===== config.mk =====
export PLATFORM = sky130hd
export DESIGN_NAME = clk_lock_supervisor
export DESIGN_NICKNAME = d
export VERILOG_FILES = /design/src/rtl/clk_lock_supervisor_pkg.sv /design/src/rtl/clk_lock_supervisor_sync_2ff.sv /design/src/rtl/clk_lock_supervisor.sv
export SDC_FILE = /design/constraint.sdc
export NUM_CORES = 1
export LEC_CHECK = 0
export CORE_ASPECT_RATIO = 0.5
export CORE_UTILIZATION = 30
export CTS_BUF_LIST = sky130_fd_sc_hd__clkbuf_8
export DETAILED_ROUTE_END_ITERATION = 10
export GPL_TIMING_DRIVEN = 0
export PLACE_DENSITY = 0.56
export SLEW_MARGIN = 20
export SYNTH_ARGS = -nofsm -noshare
export SYNTH_HDL_FRONTEND = slang
export SYNTH_SLANG_ARGS = --single-unit

===== constraint.sdc =====
create_clock -name clk -period 5.75 [get_ports clk]
set_clock_uncertainty 0.15 [all_clocks]
set_input_delay 1.15 -clock clk [delete_from_list [all_inputs] [get_ports clk]]
set_output_delay 1.15 -clock clk [all_outputs]
set_load 0.01 [all_outputs]

===== src/rtl/clk_lock_supervisor_pkg.sv =====
// clk_lock_supervisor_pkg: state encoding and default timing shared by the clock generator and its benches
package clk_lock_supervisor_pkg;
  typedef enum logic [2:0] {
    RESET_DCM = 3'd0,
    WAIT_LOCK = 3'd1,
    STABLE    = 3'd2,
    RUN       = 3'd3,
    FAULT     = 3'd4
  } sup_state_e;
  localparam int DEF_RST_CYCLES    = 4;
  localparam int DEF_LOCK_TIMEOUT  = 50000;
  localparam int DEF_STABLE_CYCLES = 1024;
  localparam int DEF_MAX_RETRIES   = 7;
  localparam int DEF_CNT_W         = 16;
endpackage


===== src/rtl/clk_lock_supervisor_sync_2ff.sv =====
// sync_2ff: 1-bit two-flop synchronizer for asynchronous status inputs
module sync_2ff #(
  parameter logic RST_VAL = 1'b0
) (
  input  logic clk,
  input  logic rst,
  input  logic d,
  output logic q
);
  logic meta_q, sync_q;
  always_ff @(posedge clk or posedge rst) begin
    if (rst) begin
      meta_q <= RST_VAL;
      sync_q <= RST_VAL;
    end else begin
      meta_q <= d;
      sync_q <= meta_q;
    end
  end
  assign q = sync_q;
endmodule


===== src/rtl/clk_lock_supervisor.sv =====
// clk_lock_supervisor: sequences DCM reset, qualifies lock and gates the system reset
module clk_lock_supervisor
  import clk_lock_supervisor_pkg::*;
#(
  parameter int RST_CYCLES    = DEF_RST_CYCLES,
  parameter int LOCK_TIMEOUT  = DEF_LOCK_TIMEOUT,
  parameter int STABLE_CYCLES = DEF_STABLE_CYCLES,
  parameter int MAX_RETRIES   = DEF_MAX_RETRIES,
  parameter int CNT_W         = DEF_CNT_W
) (
  input  logic       clk,
  input  logic       rst,
  input  logic       clkLocked,
  output logic       dcmRst,
  output logic       sysRst,
  output logic       ready,
  output logic       fault,
  output logic [3:0] retryCount,
  output logic [7:0] lossCount
);
  localparam logic [CNT_W-1:0] RST_LD = CNT_W'(RST_CYCLES - 1);
  localparam logic [CNT_W-1:0] TO_LD  = CNT_W'(LOCK_TIMEOUT - 1);
  localparam logic [CNT_W-1:0] ST_LD  = CNT_W'(STABLE_CYCLES - 1);
  localparam logic [3:0]       MAX_R  = 4'(MAX_RETRIES);
  sup_state_e       state_q, state_d;
  logic [CNT_W-1:0] cnt_q, cnt_d;
  logic [3:0]       retry_q, retry_d;
  logic [7:0]       loss_q, loss_d;
  logic             dcm_rst_q, dcm_rst_d, sys_rst_q, sys_rst_d;
  logic             ready_q, ready_d, fault_q, fault_d;
  logic             lock_s;
  sync_2ff #(.RST_VAL(1'b0)) u_lock_sync (
    .clk(clk),
    .rst(rst),
    .d  (clkLocked),
    .q  (lock_s)
  );
  always_comb begin
    state_d = state_q;
    cnt_d   = (cnt_q == '0) ? cnt_q : cnt_q - CNT_W'(1);
    retry_d = retry_q;
    loss_d  = loss_q;
    case (state_q)
      RESET_DCM: if (cnt_q == '0) begin
        state_d = WAIT_LOCK;
        cnt_d   = TO_LD;
      end
      WAIT_LOCK: if (lock_s) begin
        state_d = STABLE;
        cnt_d   = ST_LD;
      end else if (cnt_q == '0) begin
        retry_d = retry_q + 4'd1;
        state_d = (retry_d == MAX_R) ? FAULT : RESET_DCM;
        cnt_d   = RST_LD;
      end
      STABLE: if (!lock_s) begin
        state_d = RESET_DCM;
        cnt_d   = RST_LD;
      end else if (cnt_q == '0) begin
        state_d = RUN;
        retry_d = '0;
      end
      RUN: if (!lock_s) begin
        state_d = RESET_DCM;
        cnt_d   = RST_LD;
        loss_d  = loss_q + 8'(loss_q != 8'hff);
      end
      FAULT: state_d = FAULT;
      default: begin
        state_d = RESET_DCM;
        cnt_d   = RST_LD;
      end
    endcase
    // outputs follow the next state so they change on the same edge as the state
    dcm_rst_d = (state_d == RESET_DCM) || (state_d == FAULT);
    sys_rst_d = state_d != RUN;
    ready_d   = state_d == RUN;
    fault_d   = state_d == FAULT;
  end
  always_ff @(posedge clk or posedge rst) begin
    if (rst) begin
      state_q   <= RESET_DCM;
      cnt_q     <= RST_LD;
      retry_q   <= '0;
      loss_q    <= '0;
      dcm_rst_q <= 1'b1;
      sys_rst_q <= 1'b1;
      ready_q   <= 1'b0;
      fault_q   <= 1'b0;
    end else begin
      state_q   <= state_d;
      cnt_q     <= cnt_d;
      retry_q   <= retry_d;
      loss_q    <= loss_d;
      dcm_rst_q <= dcm_rst_d;
      sys_rst_q <= sys_rst_d;
      ready_q   <= ready_d;
      fault_q   <= fault_d;
    end
  end
  assign dcmRst     = dcm_rst_q;
  assign sysRst     = sys_rst_q;
  assign ready      = ready_q;
  assign fault      = fault_q;
  assign retryCount = retry_q;
  assign lossCount  = loss_q;
endmodule


==> metrics.txt, run 1 <==
# TYPE chip_impl_metric gauge
chip_impl_info{name="setup.worst_path.start_class",value="register"} 1
chip_impl_metric{name="detail_route.first_pass.iterations",unit=""} 4
chip_impl_metric{name="cts.hold.buffers_added",unit=""} 0
chip_impl_metric{name="antennaDiodeCount",unit=""} 0
chip_impl_metric{name="synth_compound_area_share",unit="%"} 14.5
chip_impl_metric{name="finalWorstSetupSlack",unit="ns"} 2.88
chip_impl_metric{name="cp.required",unit="ns"} 5.83
chip_impl_info{name="yosys.area.top_type",value="sky130_fd_sc_hd__dfrtp_1"} 1
chip_impl_info{name="combinational_family_with_the_most_area_after_synthesis",value="simple AND/OR/NAND/NOR gates"} 1
chip_impl_metric{name="crit_path_max_fanout",unit=""} 10
chip_impl_metric{name="synth.avg_cell_area",unit="um2"} 9.35
chip_impl_metric{name="hold_path_depth",unit=""} 0
chip_impl_metric{name="setup_total_negative_slack",unit="ns"} 0
chip_impl_metric{name="p_clk_share",unit="%"} 22.5
chip_impl_metric{name="drv_cap",unit=""} 0
chip_impl_metric{name="synthesis.yosys.warnings",unit=""} 0
chip_impl_metric{name="rows",unit=""} 21
chip_impl_metric{name="setup-violations-final",unit=""} 0
chip_impl_metric{name="antenna_found_initial",unit=""} 0
chip_impl_metric{name="clk_latency",unit="ns"} 0.29
chip_impl_metric{name="clock_tree.buffer_depth",unit=""} 2
chip_impl_metric{name="route.detailed.wl_per_inst",unit="um"} 14.0
chip_impl_metric{name="post-route-min-period",unit="ns"} 2.87
chip_impl_metric{name="synth_edf_count",unit=""} 0
chip_impl_metric{name="part_of_the_yosys_area_used_for_sequential_elements",unit="%"} 44.7
chip_impl_info{name="run_status",value="finished, final reports clean"} 1
chip_impl_info{name="rsz_0062_raised_after_global_routing",value="no"} 1
chip_impl_info{name="ctsRootBufferMaster",value="sky130_fd_sc_hd__clkbuf_8"} 1
chip_impl_metric{name="yosys.area_share.adder",unit="%"} 3.60
chip_impl_metric{name="synth_cells",unit=""} 223
chip_impl_metric{name="dp_hpwl",unit="um"} 3520
chip_impl_metric{name="hold_viol_final",unit=""} 0
chip_impl_metric{name="total_switching_power",unit="W"} 0.000299
chip_impl_metric{name="core_area",unit="mm2"} 0.00670
chip_impl_metric{name="remaining_drc_errors",unit=""} 0
chip_impl_metric{name="timing.slew.headroom",unit="%"} 44.6
chip_impl_metric{name="cts-resized-gates",unit=""} 0
chip_impl_metric{name="num-fill-cells",unit=""} 674
chip_impl_metric{name="drt_first_iter_violations",unit=""} 101
chip_impl_metric{name="reg2regPathDepth",unit=""} 9
chip_impl_metric{name="top_cell_type_s_share_of_synthesized_area",unit="%"} 39.6
chip_impl_metric{name="die_area",unit="mm2"} 0.00731
chip_impl_metric{name="post-place-ws",unit="ns"} 2.90
chip_impl_metric{name="power.density_cell_area",unit="mW/mm2"} 329
chip_impl_metric{name="comb_power_share",unit="%"} 30.3
chip_impl_metric{name="netlist_area",unit="mm2"} 0.00208
chip_impl_metric{name="final_cycle_share",unit="%"} 49.9
chip_impl_metric{name="fp.dieH",unit="um"} 60.9
chip_impl_metric{name="power.switching_fraction",unit="%"} 36.6
chip_impl_metric{name="power.leakage",unit="nW"} 1.00
chip_impl_metric{name="number_of_global_route_vias_before_repair",unit=""} 1658
chip_impl_metric{name="gp_routability_congestion",unit=""} 0.860
chip_impl_metric{name="post_synth_and_or_nand_nor_area_fraction",unit="%"} 25.8
chip_impl_metric{name="cts.sinks",unit=""} 37
chip_impl_metric{name="asyncSetResetFlopFracSynth",unit="%"} 100
chip_impl_metric{name="ctsHtreeMaxLevel",unit=""} 2
chip_impl_metric{name="postCtsSetupRepairBufs",unit=""} 0
chip_impl_metric{name="drive_gt1_share",unit="%"} 12.0
chip_impl_metric{name="synth_cell_types",unit=""} 49
chip_impl_info{name="holdCritPathClass",value="register to register"} 1
chip_impl_metric{name="place.port_buffers",unit=""} 18
chip_impl_metric{name="cts_buffers",unit=""} 5
chip_impl_metric{name="p_seq_share",unit="%"} 47.2
chip_impl_metric{name="timing_worst_slew_pin_value",unit="ns"} 0.829
chip_impl_metric{name="critPathArrivalTime",unit="ns"} 2.95
chip_impl_info{name="tritoncts",value="yes"} 1
chip_impl_metric{name="number_of_slew_limit_violations_in_the_final_report",unit=""} 0
chip_impl_metric{name="ys_ff_latch",unit=""} 37
chip_impl_metric{name="die_x",unit="um"} 120
chip_impl_metric{name="fin_nets",unit=""} 258
chip_impl_metric{name="synthToLayoutAreaGrowth",unit="%"} 19.3
chip_impl_metric{name="yosys.area_share.xor_xnor",unit="%"} 4.62
chip_impl_metric{name="effective_utilization_at_floorplan",unit="%"} 31.1
chip_impl_metric{name="worst_ir_drop_vdd",unit="mV"} 0.0929
chip_impl_metric{name="grt_start_max_net_pins",unit=""} 32
chip_impl_info{name="crit_path_end_kind",value="register"} 1
chip_impl_info{name="synthTopCellsByArea",value="sky130_fd_sc_hd__dfrtp_1, sky130_fd_sc_hd__dfstp_2, sky130_fd_sc_hd__o21ai_0"} 1
chip_impl_metric{name="route.antenna.remaining_nets",unit=""} 0
chip_impl_metric{name="synthMuxAreaShare",unit="%"} 3.84
chip_impl_metric{name="syn_nets",unit=""} 232
chip_impl_metric{name="power.internal",unit="W"} 0.000518
chip_impl_info{name="synth-main-ff-cell",value="sky130_fd_sc_hd__dfrtp_1"} 1
chip_impl_metric{name="num_vias",unit=""} 1776
chip_impl_metric{name="post_drt_via_cell_ratio",unit=""} 5.19
chip_impl_metric{name="grt_util_all_layers",unit="%"} 14.2
chip_impl_metric{name="grt_overflow",unit=""} 0
chip_impl_metric{name="grt_pass1_wl",unit="um"} 7970
chip_impl_info{name="crit_type",value="register to register"} 1
chip_impl_metric{name="path_clk_slew",unit="ns"} 0.08
chip_impl_metric{name="maxClockFrequency",unit="MHz"} 349
chip_impl_metric{name="design.portCount",unit=""} 19
chip_impl_metric{name="drt_wl_total",unit="um"} 4780
## layout by cell type (no fill, tap or decap), types with 2 or more instances in the layout
| master | n |
|---|---|
| sky130_fd_sc_hd__a21boi_0 | 2 |
| sky130_fd_sc_hd__a21oi_1 | 13 |
| sky130_fd_sc_hd__a31oi_1 | 4 |
| sky130_fd_sc_hd__and3_1 | 6 |
| sky130_fd_sc_hd__clkbuf_1 | 7 |
| sky130_fd_sc_hd__clkbuf_8 | 5 |
| sky130_fd_sc_hd__clkdlybuf4s50_1 | 18 |
| sky130_fd_sc_hd__clkinv_2 | 2 |
| sky130_fd_sc_hd__dfrtp_1 | 33 |
| sky130_fd_sc_hd__dfstp_2 | 4 |
| sky130_fd_sc_hd__ha_1 | 6 |
| sky130_fd_sc_hd__inv_1 | 7 |
| sky130_fd_sc_hd__mux2_2 | 4 |
| sky130_fd_sc_hd__mux2i_1 | 2 |
| sky130_fd_sc_hd__nand2_1 | 16 |
| sky130_fd_sc_hd__nand2b_1 | 4 |
| sky130_fd_sc_hd__nand3_1 | 3 |
| sky130_fd_sc_hd__nand4_1 | 7 |
| sky130_fd_sc_hd__nor2_1 | 22 |
| sky130_fd_sc_hd__nor2b_1 | 3 |
| sky130_fd_sc_hd__nor3_1 | 14 |
| sky130_fd_sc_hd__nor4_1 | 3 |
| sky130_fd_sc_hd__o21a_1 | 2 |
| sky130_fd_sc_hd__o21ai_0 | 17 |
| sky130_fd_sc_hd__o31ai_1 | 2 |
| sky130_fd_sc_hd__or2_2 | 3 |
| sky130_fd_sc_hd__or3_1 | 3 |
| sky130_fd_sc_hd__or4_4 | 2 |
| sky130_fd_sc_hd__xnor2_1 | 8 |
| sky130_fd_sc_hd__xor2_1 | 3 |
## worst paths after layout
| check | from | endpoint | slack [ns] |
|---|---|---|---|
| min in group asynchronous | rst | lossCount[3] | 0.92 |
| hold reg to reg | u_lock_sync.meta_q | u_lock_sync.q | 0.20 |
| max in group asynchronous | rst | cnt_q[1] | 4.06 |
| setup reg to reg | cnt_q[0] | cnt_q[0] | 2.88 |
| setup / recovery | cnt_q[0] | cnt_q[0] | 2.88 |
| hold / removal | u_lock_sync.meta_q | u_lock_sync.q | 0.20 |
## power groups by stage
stage               Combinational [W]  Sequential (W)  Clock, W
finish                       0.000247        0.000386  0.000184
global route                 0.000280        0.000395  0.000204
CTS                          0.000247        0.000384  0.000191
detailed placement           0.000245        0.000390         0
global placement             0.000236        0.000386         0
floorplan                    0.000185        0.000374         0
## per-layer routing
metal / GRT usage [%] / vias to the layer above / part of all wire [%]
li1: - / 859 / -
met1: 18.8 / 859 / 49
met5: 0 / - / 0
met3: 3.10 / 7 / 5.3
met4: 5.18 / 0 / 1.1
met2: 23.2 / 51 / 44
## Yosys cell counts (all sizes together) (2+ instances only)
| library cell | instances |
|---|---|
| ha | 6 |
| a31oi | 4 |
| and2 | 2 |
| nand2 | 16 |
| and3 | 6 |
| a21oi | 13 |
| nor4 | 4 |
| dfstp | 4 |
| nor3 | 14 |
| or3 | 4 |
| o21a | 2 |
| dfrtp | 33 |
| mux2 | 5 |
| o31ai | 2 |
| xnor2 | 8 |
| inv | 9 |
| nand2b | 4 |
| mux2i | 2 |
| nand3 | 3 |
| nand4 | 7 |
| clkbuf | 7 |
| or4 | 3 |
| xor2 | 3 |
| or2 | 4 |
| o21ai | 18 |
| a21boi | 2 |
| nor2b | 3 |
| nor2 | 22 |
## area by class of cell
class | count | area (um2) | area share [%]
buffer | 7 | 26.3 | 1.06
clock buffer | 5 | 68.8 | 2.77
clock inverter | 3 | 17.5 | 0.705
inverter | 9 | 36.3 | 1.46
multi-input combinational | 170 | 1090 | 43.9
sequential | 37 | 931 | 37.4
tap | 92 | 115 | 4.63
timing repair buffer | 19 | 200 | 8.05
## per-stage QoR
step                area, um2  power (W)  cells  util (%)  hold slack, ns
floorplan                2080   0.000559    223         -           0.181
global placement         2380   0.000623    333      35.5           0.183
detailed placement       2400   0.000635    334      35.8           0.187
CTS                      2490   0.000822    342      37.1           0.205
global route             2490   0.000880    342      37.1           0.209
finish                   2490   0.000817    342      37.1           0.204
## sequential cells by signal, summed over array words and instances (netlist names)
register            cells
ready                   1
state_q                 3
u_lock_sync.q           1
fault                   1
sysRst                  1
dcmRst                  1
retryCount              4
lossCount               8
cnt_q                  16
u_lock_sync.meta_q      1
## logic make-up (layout without fill, tap and decap cells)
kind of cell    Yosys count  after routing
flops                    37             37
fa+ha+maj                 6              6
buf+inv                  16             43
xor+xnor                 11             11
compound gates           50             50
simple gates             96             96
mux                       7              7
## critical path, stage by stage, from the launching register on
cell	delay (ns)
sky130_fd_sc_hd__dfstp_2	0.38
sky130_fd_sc_hd__inv_1	0.05
sky130_fd_sc_hd__ha_1	0.17
sky130_fd_sc_hd__or4b_4	0.52
sky130_fd_sc_hd__nor4_4	0.55
sky130_fd_sc_hd__inv_4	0.14
sky130_fd_sc_hd__ha_1	0.32
sky130_fd_sc_hd__a211oi_1	0.26
sky130_fd_sc_hd__a21oi_1	0.07
sky130_fd_sc_hd__o22a_1	0.18
Power figures use the tool's default switching activity.
==> run 2, diff against run 1 <==
==> constraint.sdc (replaced) <==
create_clock -name clk -period 2.95 [get_ports clk]
set_clock_uncertainty 0.15 [all_clocks]
set_input_delay 0.59 -clock clk [delete_from_list [all_inputs] [get_ports clk]]
set_output_delay 0.59 -clock clk [all_outputs]
set_load 0.01 [all_outputs]
==> run 2 against run 1 <==
Effect of this change: utilization grew 0.47 points; fmax up 6.6%; sequential power up 97%; critical path depth is 1 higher; critical path type unchanged.
==> metrics.txt, run 2 (synthesis results as in run 1) <==
# TYPE chip_impl_metric gauge
chip_impl_info{name="rsz_0062_raised_after_global_routing",value="no"} 1
chip_impl_metric{name="final-instance-count-excl-fill",unit=""} 345
chip_impl_info{name="critical-path-top-delay-family",value="simple AND/OR/NAND/NOR gates"} 1
chip_impl_metric{name="grt_pass1_wl",unit="um"} 7970
chip_impl_info{name="ctsRootBufferMaster",value="sky130_fd_sc_hd__clkbuf_8"} 1
chip_impl_metric{name="grt_start_max_net_pins",unit=""} 32
chip_impl_metric{name="route.detailed.wl_per_inst",unit="um"} 14.1
chip_impl_metric{name="core_area",unit="mm2"} 0.00670
chip_impl_metric{name="drt_first_iter_violations",unit=""} 103
chip_impl_metric{name="setup_total_negative_slack",unit="ns"} 0
chip_impl_info{name="crit_path_end_kind",value="register"} 1
chip_impl_metric{name="die_area",unit="mm2"} 0.00731
chip_impl_metric{name="critPathArrivalTime",unit="ns"} 2.76
chip_impl_metric{name="drv_cap",unit=""} 0
chip_impl_metric{name="power.leakage",unit="nW"} 1.02
chip_impl_metric{name="effective_utilization_at_floorplan",unit="%"} 31.1
chip_impl_metric{name="hold_viol_final",unit=""} 0
chip_impl_info{name="tritoncts",value="yes"} 1
chip_impl_metric{name="num_vias",unit=""} 1798
chip_impl_info{name="run_status",value="finished, final reports clean"} 1
chip_impl_info{name="top_register",value="cnt_q"} 1
chip_impl_metric{name="seq_area",unit="um2"} 931
chip_impl_info{name="holdCritPathClass",value="register to register"} 1
chip_impl_metric{name="fp.dieH",unit="um"} 60.9
chip_impl_metric{name="ctsHtreeMaxLevel",unit=""} 2
chip_impl_metric{name="timing.slew.headroom",unit="%"} 53.2
chip_impl_info{name="layout_commonest_cell",value="sky130_fd_sc_hd__dfrtp_1"} 1
chip_impl_metric{name="flip_flop_count_of_the_largest_register_after_layout",unit=""} 16
chip_impl_metric{name="rows",unit=""} 21
chip_impl_metric{name="num-fill-cells",unit=""} 669
chip_impl_metric{name="cts.hold.buffers_added",unit=""} 0
chip_impl_metric{name="setup-violations-final",unit=""} 0
chip_impl_metric{name="grt_util_all_layers",unit="%"} 14.2
chip_impl_metric{name="remaining_drc_errors",unit=""} 0
chip_impl_metric{name="post_drt_via_cell_ratio",unit=""} 5.21
chip_impl_metric{name="power.density_cell_area",unit="mW/mm2"} 638
chip_impl_metric{name="fin_hold_ws",unit="ns"} 0.205
chip_impl_metric{name="die_x",unit="um"} 120
chip_impl_metric{name="max_stage_delay",unit="ns"} 0.52
chip_impl_metric{name="place.port_buffers",unit=""} 18
chip_impl_metric{name="grt_overflow",unit=""} 0
chip_impl_metric{name="gp_routability_congestion",unit=""} 0.860
chip_impl_metric{name="worst_ir_drop_vdd",unit="mV"} 0.177
chip_impl_info{name="critPathSlowestCell",value="sky130_fd_sc_hd__or4b_4"} 1
chip_impl_metric{name="design.portCount",unit=""} 19
chip_impl_metric{name="cts.sinks",unit=""} 37
chip_impl_metric{name="place_inst",unit=""} 334
chip_impl_metric{name="post-route-min-period",unit="ns"} 2.69
chip_impl_info{name="crit_path_frequent_cell",value="sky130_fd_sc_hd__ha_1"} 1
chip_impl_metric{name="crit_path_max_fanout",unit=""} 10
chip_impl_info{name="crit_type",value="register to register"} 1
chip_impl_metric{name="antenna_found_initial",unit=""} 0
chip_impl_metric{name="detail_route.first_pass.iterations",unit=""} 4
chip_impl_metric{name="synthToLayoutAreaGrowth",unit="%"} 20.8
chip_impl_metric{name="timing.critical_path.buf_inv",unit=""} 3
chip_impl_metric{name="clock_tree.buffer_depth",unit=""} 2
chip_impl_metric{name="number_of_global_route_vias_before_repair",unit=""} 1658
chip_impl_metric{name="cts_buffers",unit=""} 5
chip_impl_info{name="worstPathCellList",value="inv_1, ha_1, or4b_4, nor4_4, buf_4, inv_4, ha_1, a211oi_1, a21oi_1, o22a_1"} 1
chip_impl_metric{name="path_clk_slew",unit="ns"} 0.08
chip_impl_metric{name="number_of_slew_limit_violations_in_the_final_report",unit=""} 0
chip_impl_metric{name="drt_wl_total",unit="um"} 4850
chip_impl_metric{name="final_cycle_share",unit="%"} 91.2
chip_impl_metric{name="total_area_of_multi_input_combinational_cells",unit="mm2"} 0.00110
chip_impl_info{name="layout.cells.most_common_list",value="sky130_fd_sc_hd__dfrtp_1, sky130_fd_sc_hd__nor2_1, sky130_fd_sc_hd__clkdlybuf4s50_1"} 1
chip_impl_metric{name="route.antenna.remaining_nets",unit=""} 0
chip_impl_metric{name="dp_hpwl",unit="um"} 3520
chip_impl_metric{name="timing_worst_slew_pin_value",unit="ns"} 0.696
chip_impl_metric{name="maxClockFrequency",unit="MHz"} 372
chip_impl_metric{name="antennaDiodeCount",unit=""} 0
chip_impl_metric{name="clk_latency",unit="ns"} 0.29
chip_impl_metric{name="drive_gt1_share",unit="%"} 13.0
chip_impl_metric{name="fin_nets",unit=""} 261
chip_impl_metric{name="cp.required",unit="ns"} 3.02
chip_impl_info{name="setup.worst_path.start_class",value="register"} 1
## run 2: cell count changes in the layout (fill, tap and decap cells not counted)
cell,previous run,this run
sky130_fd_sc_hd__buf_4,0,3
sky130_fd_sc_hd__nor4b_2,1,0
sky130_fd_sc_hd__nor4b_4,0,1
## run 2: where the power goes
group	switching (W)	internal, W	total [W]
logic	0.000259	0.000229	0.000488
registers	0.000140	0.000622	0.000761
clock network	0.000193	0.000163	0.000356
## run 2: worst paths after layout
path / start / end / slack [ns] / depth (start not counted)
max: cnt_q[0] / cnt_q[0] / 0.26 / 10
min: u_lock_sync.meta_q / u_lock_sync.q / 0.20 / 0
max reg2reg: cnt_q[0] / cnt_q[0] / 0.26 / 10
min reg2reg: u_lock_sync.meta_q / u_lock_sync.q / 0.20 / 0
max in group asynchronous: rst / cnt_q[1] / 1.81 / 3
min in group asynchronous: rst / lossCount[3] / 0.36 / 2
## run 2: final cells by class
type                            count  area share (%)
Clock buffer                        5            2.73
Buffer                              7            1.04
Sequential cell                    37            37.0
Tap cell                           92            4.57
Timing Repair Buffer               22            8.85
Clock inverter                      3           0.696
Multi-Input combinational cell    170            43.7
Inverter                            9            1.44
## run 2: per-layer routing
metal | vias to the layer above | wire [um] | global-route usage [%]
met1 | 885 | 2470 | 18.8
met4 | 0 | 41 | 5.18
li1 | 866 | - | -
met5 | - | 0 | 0
met2 | 41 | 2170 | 23.2
met3 | 6 | 167 | 3.10
## run 2: timing repair
item	in CTS	in global routing
setup buffers	0	3
setup endpoints to repair	0	3
gates resized for setup	0	1
## run 2: per-stage QoR
step	instance area, um2	total power [W]	util, %	setup slack [ns]
5_1_grt	2520	0.00173	37.6	0.120
3_5_place_dp	2400	0.00124	35.8	0.102
4_1_cts	2490	0.00160	37.1	0.0734
2_1_floorplan	2080	0.00109	-	0.400
3_3_place_gp	2380	0.00121	35.5	0.148
6_report	2520	0.00161	37.6	0.260
